`src/rtl/alu_execute_stage.sv`:
```
// Execute/writeback stage for a 2-read/1-write register file: reads two operands,
// computes one ALU result (MUL by iterative shift-add) and writes it back via port A.
module alu_execute_stage #(
    parameter int AddressWidth  = 6,
    parameter int RegisterWidth = 16
) (
    input  logic                     Clock,
    input  logic                     Reset,
    input  logic                     Start,
    input  logic [3:0]               Opcode,
    input  logic [AddressWidth-1:0]  DestAddress,
    input  logic [AddressWidth-1:0]  SourceAddressA,
    input  logic [AddressWidth-1:0]  SourceAddressB,
    input  logic [RegisterWidth-1:0] Immediate,
    output logic                     Busy,
    output logic                     Done,
    output logic                     Illegal,
    output logic                     ZeroFlag,
    output logic                     CarryFlag,
    output logic [AddressWidth-1:0]  AddressA,
    output logic [AddressWidth-1:0]  AddressB,
    input  logic [RegisterWidth-1:0] ReadDataA,
    input  logic [RegisterWidth-1:0] ReadDataB,
    output logic                     WriteEnable,
    output logic [RegisterWidth-1:0] WriteData
);

    localparam int ShiftWidth = $clog2(RegisterWidth);
    localparam logic [ShiftWidth-1:0] LastIter = ShiftWidth'(RegisterWidth - 1);

    localparam logic [3:0] OP_ADD  = 4'd0;
    localparam logic [3:0] OP_SUB  = 4'd1;
    localparam logic [3:0] OP_AND  = 4'd2;
    localparam logic [3:0] OP_OR   = 4'd3;
    localparam logic [3:0] OP_XOR  = 4'd4;
    localparam logic [3:0] OP_PASS = 4'd5;
    localparam logic [3:0] OP_SHL  = 4'd6;
    localparam logic [3:0] OP_SHR  = 4'd7;
    localparam logic [3:0] OP_MUL  = 4'd8;
    localparam logic [3:0] OP_LDI  = 4'd9;

    typedef enum logic [1:0] {IDLE, READ, EXEC, WRITEBACK} state_t;

    state_t state_reg, state_next;

    logic [3:0]               opcode_reg;
    logic [AddressWidth-1:0]  dest_reg;
    logic [AddressWidth-1:0]  src_a_reg;
    logic [AddressWidth-1:0]  src_b_reg;
    logic [RegisterWidth-1:0] imm_reg;
    logic [RegisterWidth-1:0] operand_a_reg;
    logic [RegisterWidth-1:0] operand_b_reg;
    logic [RegisterWidth-1:0] result_reg;
    logic                     carry_reg;
    logic [ShiftWidth-1:0]    iter_reg;
    logic                     zero_flag_reg;
    logic                     carry_flag_reg;

    logic                     illegal_op;
    logic                     is_mul;
    logic                     mul_last;
    logic [RegisterWidth:0]   sum;
    logic [RegisterWidth-1:0] alu_result;
    logic                     alu_carry;
    logic [RegisterWidth-1:0] mul_acc_next;

    assign illegal_op = (opcode_reg > OP_LDI);
    assign is_mul     = (opcode_reg == OP_MUL);
    assign mul_last   = (iter_reg == LastIter);

    always_ff @(posedge Clock) begin
        if (Reset) begin
            state_reg <= IDLE;
        end else begin
            state_reg <= state_next;
        end
    end

    always_comb begin
        state_next = state_reg;
        case (state_reg)
            IDLE:      if (Start) state_next = READ;
            READ:      state_next = EXEC;
            EXEC:      if (!is_mul || mul_last) state_next = WRITEBACK;
            WRITEBACK: state_next = IDLE;
            default:   state_next = IDLE;
        endcase
    end

    assign sum = {1'b0, operand_a_reg} + {1'b0, operand_b_reg};

    always_comb begin
        alu_result = '0;
        alu_carry  = 1'b0;
        case (opcode_reg)
            OP_ADD: begin
                alu_result = sum[RegisterWidth-1:0];
                alu_carry  = sum[RegisterWidth];
            end
            OP_SUB: begin
                alu_result = operand_a_reg - operand_b_reg;
                alu_carry  = (operand_a_reg < operand_b_reg);
            end
            OP_AND:  alu_result = operand_a_reg & operand_b_reg;
            OP_OR:   alu_result = operand_a_reg | operand_b_reg;
            OP_XOR:  alu_result = operand_a_reg ^ operand_b_reg;
            OP_PASS: alu_result = operand_a_reg;
            OP_SHL:  alu_result = operand_a_reg << operand_b_reg[ShiftWidth-1:0];
            OP_SHR:  alu_result = operand_a_reg >> operand_b_reg[ShiftWidth-1:0];
            OP_LDI:  alu_result = imm_reg;
            default: alu_result = '0;
        endcase
    end

    // Shift-add: the multiplicand walks left and the multiplier walks right in place.
    assign mul_acc_next = result_reg + (operand_b_reg[0] ? operand_a_reg : '0);

    always_ff @(posedge Clock) begin
        if (Reset) begin
            opcode_reg     <= '0;
            dest_reg       <= '0;
            src_a_reg      <= '0;
            src_b_reg      <= '0;
            imm_reg        <= '0;
            operand_a_reg  <= '0;
            operand_b_reg  <= '0;
            result_reg     <= '0;
            carry_reg      <= 1'b0;
            iter_reg       <= '0;
            zero_flag_reg  <= 1'b0;
            carry_flag_reg <= 1'b0;
        end else begin
            case (state_reg)
                IDLE: begin
                    if (Start) begin
                        opcode_reg <= Opcode;
                        dest_reg   <= DestAddress;
                        src_a_reg  <= SourceAddressA;
                        src_b_reg  <= SourceAddressB;
                        imm_reg    <= Immediate;
                    end
                end
                READ: begin
                    operand_a_reg <= ReadDataA;
                    operand_b_reg <= ReadDataB;
                    result_reg    <= '0;
                    carry_reg     <= 1'b0;
                    iter_reg      <= '0;
                end
                EXEC: begin
                    if (is_mul) begin
                        result_reg    <= mul_acc_next;
                        operand_a_reg <= operand_a_reg << 1;
                        operand_b_reg <= operand_b_reg >> 1;
                        iter_reg      <= iter_reg + 1'b1;
                        carry_reg     <= 1'b0;
                    end else begin
                        result_reg <= alu_result;
                        carry_reg  <= alu_carry;
                    end
                end
                WRITEBACK: begin
                    if (!illegal_op) begin
                        zero_flag_reg  <= (result_reg == '0);
                        carry_flag_reg <= carry_reg;
                    end
                end
                default: ;
            endcase
        end
    end

    // Write strobe is gated by Reset directly so a reset in WRITEBACK suppresses the commit.
    always_comb begin
        AddressA    = '0;
        AddressB    = '0;
        WriteData   = '0;
        WriteEnable = 1'b0;
        case (state_reg)
            READ: begin
                AddressA = src_a_reg;
                AddressB = src_b_reg;
            end
            WRITEBACK: begin
                AddressA = dest_reg;
                if (!illegal_op) begin
                    WriteData   = result_reg;
                    WriteEnable = ~Reset;
                end
            end
            default: ;
        endcase
    end

    assign Busy      = (state_reg != IDLE);
    assign Done      = (state_reg == WRITEBACK);
    assign Illegal   = (state_reg == WRITEBACK) && illegal_op;
    assign ZeroFlag  = zero_flag_reg;
    assign CarryFlag = carry_flag_reg;

endmodule

```
`config.mk`:
```
export PLATFORM = sky130hd
export DESIGN_NAME = alu_execute_stage
export DESIGN_NICKNAME = d
export VERILOG_FILES = /design/src/rtl/alu_execute_stage.sv
export SDC_FILE = /design/constraint.sdc
export NUM_CORES = 1
export LEC_CHECK = 0
export CELL_PAD_IN_SITES_DETAIL_PLACEMENT = 0
export CELL_PAD_IN_SITES_GLOBAL_PLACEMENT = 1
export CORE_MARGIN = 5
export CORE_UTILIZATION = 38
export CTS_CLUSTER_DIAMETER = 30
export CTS_CLUSTER_SIZE = 24
export DETAILED_ROUTE_END_ITERATION = 7
export PLACE_DENSITY_LB_ADDON = 0.1
export SLEW_MARGIN = 0
export SYNTH_ARGS = -nofsm -noshare
export SYNTH_HDL_FRONTEND = slang
export SYNTH_SLANG_ARGS = --single-unit
export TNS_END_PERCENT = 1
```
`constraint.sdc`:
```
create_clock -name Clock -period 2.99 [get_ports Clock]
set_input_delay 0.598 -clock Clock [delete_from_list [all_inputs] [get_ports Clock]]
set_output_delay 0.598 -clock Clock [all_outputs]
set_load 0.1 [all_outputs]
```
==> summary by stage <==
Worst setup path
The endpoint identified for the worst register-to-register timing path is result_reg[12]. Together, buffers and inverters on the worst path number 4. The slowest cell on the critical path is sky130_fd_sc_hd__a221o_1.

The reg-to-reg startpoint is operand_a_reg[0]. The maximum cell stage delay along the critical path is 0.37 ns. The critical path goes through inv_2 -> ha_2 -> inv_2 -> fa_2 -> nand2b_1 -> a21oi_2 -> o21ai_2 -> a211oi_2 -> buf_4 -> a31oi_2 -> a22o_1 -> a221o_1 -> a2111oi_4 -> buf_4 -> o41ai_1. Measured in cells, the most critical reg-to-reg path has a length of 15. The startpoint class of the critical path is a register. STA classifies the critical path endpoint as a register.

The type of the setup path with the least slack is register to register. The dominant delay contributor by cell family on the critical path is compound AO/OA/AOI/OAI gates. Data on the critical path is required at its endpoint by 3.23 ns.

The worst register-to-register path has a setup slack of -0.07 ns. Of all nets on the critical path, the largest fanout is 3. Data on the critical path arrives at its endpoint at 3.30 ns.

Pwr
The cell area power density is 1160 nW/um^2. The reported leakage power is 4.50 nW. IR analysis of the VDD net gives a maximum drop of 0.000481 V.

Detailed routing
The count of nets left with antenna violations once routing finished came out at 0. The first detailed-routing pass ran for 8 iterations. The wire length per cell is 21.4 um. For this block, the initial DRC count from the detailed router was 969. Using the TritonRoute via totals, the vias-per-cell ratio works out to 5.88. After detailed routing, the number of remaining DRC violations is 0. The routed wire length is 33.9 mm. Detailed routing inserted a total of 9,306 vias.

Logic synthesis
The Yosys step of the flow raised 0 warnings. The most used flip-flop cell after synthesis is sky130_fd_sc_hd__dfxtp_1. The number of enable-type register cells in the synthesized netlist is 0. After synthesis the netlist holds a flip-flop and latch count of 95. The share of synthesized area in the top cell type comes to 0.228.

The netlist area before placement is 8330 sq um. After synthesis, the mean cell area works out to 7.39 sq um. By area the synthesized netlist is led by sky130_fd_sc_hd__dfxtp_1 (23%), sky130_fd_sc_hd__ha_1 (11%), sky130_fd_sc_hd__a21oi_1 (7.4%). The cell accounting for the most synthesized area is sky130_fd_sc_hd__dfxtp_1. Synthesis handed over a netlist of 1,128 instances. The post-synthesis net count is 1,274.

The proportion of synthesized flip-flops having asynchronous set or reset is 0. The synthesized netlist contains 66 unique library cells. The fraction of the yosys area taken by sequential cells is 0.228.

Placement
The worst slack at placement is -0.330 ns. Counting tap cells, the placed design contains a total of 1,558 instances. Buffers placed on the I/O ports in this run total 106. The congestion estimate from routability-driven global placement came to 1.04. The wire-length estimate of the detail-placed layout is 26.1 mm.

Floorplan
The x dimension of the die is 158 um. The starting density of the core is 0.384. The number of placement rows is 54. The top-level I/O count is 107. The total core area is 21,700 sq um.

The die covers 25,000 sq um. The height of the chip is 158 um.

GRT
The via count of the first global-routing pass is 8,836. Global routing finished with a remaining overflow of 0. The number of antenna violations at the first check in global routing came to 0.

The first global-routing pass estimated 51.6 mm of wire. For this run, the total global-route usage over all layers was measured as 0.269. The maximum number of pins on one net before global-route repair is 67.

Clock network
After clock tree synthesis, the clock-pin slew on the worst setup and hold paths is 0.08 ns. The CTS tree is built. The maximum level of the CTS H-tree is 3. The quantity of hold-fixing buffers added after cts is 0.

For this design, the sink count on the clock tree is 95. The later pin in the worst-skew pair is clocked with a latency of 0.37 ns. Buffers inserted during clock tree synthesis total 9. The number of buffers between clock root and the deepest sink is 2. In this run the clock root is driven by a sky130_fd_sc_hd__clkbuf_16.

Min path
The origin of the worst min-delay path is src_b_reg[1]. The worst hold endpoint is src_b_reg[1]. The min-delay analysis places its worst path in the category register to register. The number of stages on the worst hold path is 2.

STA
The number of pins with negative max-slew slack in the final report is 0. Dividing the final minimum period by the clock period gives 1.02. The number of hold-slack violations in the final timing report was 0. The transition time at the pin with the least slew margin is 0.993 ns. Setup slack on the critical path of the routed design comes to -0.0717 ns.

Setup violations remaining at the end of the flow were counted as 1. The worst-case headroom to the max-slew limit is 0.336. The final total negative setup slack is -0.0717 ns. Setup repair after global routing could not meet its margin everywhere.

On the final layout, the worst clock skew is 0.0108 ns. Derived from the worst setup path, the maximum achievable clock frequency is 327 MHz. The routed design could run at a clock period as short as 3.06 ns.

Final layout
The net count reported at finish is 1,444. In the layout the commonest cells are sky130_fd_sc_hd__nand2_1 (140), sky130_fd_sc_hd__buf_4 (135), sky130_fd_sc_hd__nor2_1 (130), sky130_fd_sc_hd__a21oi_1 (116), sky130_fd_sc_hd__dfxtp_1 (89). The filler cell count is 2,132. The number of antenna diodes in the final layout is 0. Of the cells placed in the final design, the portion with a size suffix greater than 1 is 0.193.

Leaving out fill and tap cells, the most frequent cell in the layout is sky130_fd_sc_hd__nand2_1. Once layout is complete, the cells apart from fillers number 1,583. The signed area change from the synthesized netlist to the final layout is 34.5%.

Run status
The flow ran to the end, but the final reports show violations. The final reports fail on setup timing.

Job
The number of max-cap violations is 0.
where the power goes:
group,internal [mW],switching (mW)
Combinational,3.84,5.91
Sequential,1.64,0.359
Clock,0.680,0.623
cells by family after synthesis:
group,count (synthesis),share of synthesized area
flops,95,0.228
compound gates,364,0.290
buf+inv,127,0.0579
simple gates,400,0.215
mux,54,0.0802
xor+xnor,15,0.0158
fa+ha+maj,73,0.112
tightest hold or removal path, delay by kind of cell (launching register included):
kind	cells	cell delay [ns]
AO/OA/AOI/OAI	1	0.05
flip-flops	1	0.31
AND/OR/NAND/NOR	1	0.05
worst max path at each step:
stage | slack, ns | depth (start not counted) | startpoint | to
floorplan | -0.25 | 13 | operand_b_reg[1] | result_reg[15]
global placement | -0.20 | 12 | operand_a_reg[0] | result_reg[12]
detailed placement | -0.33 | 12 | operand_a_reg[0] | result_reg[12]
CTS | -0.02 | 11 | operand_b_reg[1] | result_reg[11]
global route | -0.20 | 15 | operand_a_reg[0] | result_reg[12]
finish | -0.07 | 15 | operand_a_reg[0] | result_reg[12]
routing by layer:
metal / up-vias / track usage / share of wire
li1: 4439 / - / -
met1: 4377 / 0.381 / 0.44
met2: 421 / 0.396 / 0.43
met3: 69 / 0.0580 / 0.099
met4: 0 / 0.110 / 0.038
met5: - / 0 / 0
area by class of cell:
| cell class | count | area, sq um | share of cell area |
|---|---|---|---|
| sequential | 95 | 1910 | 0.171 |
| clock buffer | 9 | 225 | 0.0201 |
| timing repair buffer | 236 | 2300 | 0.205 |
| clock inverter | 7 | 97.6 | 0.00871 |
| tap | 280 | 350 | 0.0313 |
| multi-input combinational | 906 | 6130 | 0.547 |
| inverter | 50 | 188 | 0.0167 |
cell usage after synthesis (all sizes together) (18+ instances only):
library cell,count
clkbuf,59
buf,18
o21ai,65
a21oi,124
ha,70
nor2,133
nor3,19
and3,21
nand2,140
mux2i,42
a211oi,37
inv,49
dfxtp,95
per-stage QoR:
stage	power [mW]	instance area (sq um)	util	hold slack, ns
6_report	13.1	11200	0.517	0.452
5_1_grt	13.9	11200	0.517	0.478
4_1_cts	12.5	11000	0.508	0.455
3_5_place_dp	11.0	10600	0.490	0.444
3_3_place_gp	11.0	10600	0.490	0.439
2_1_floorplan	7.48	8340	-	0.432
what timing repair did:
| action | CTS | global route |
|---|---|---|
| pin swaps | 8 | 13 |
| resized for setup | 13 | 38 |
| setup endpoints to repair | 6 | 10 |
| buffers inserted | 3 | 6 |
No activity file was read; power rests on OpenSTA's default activity.
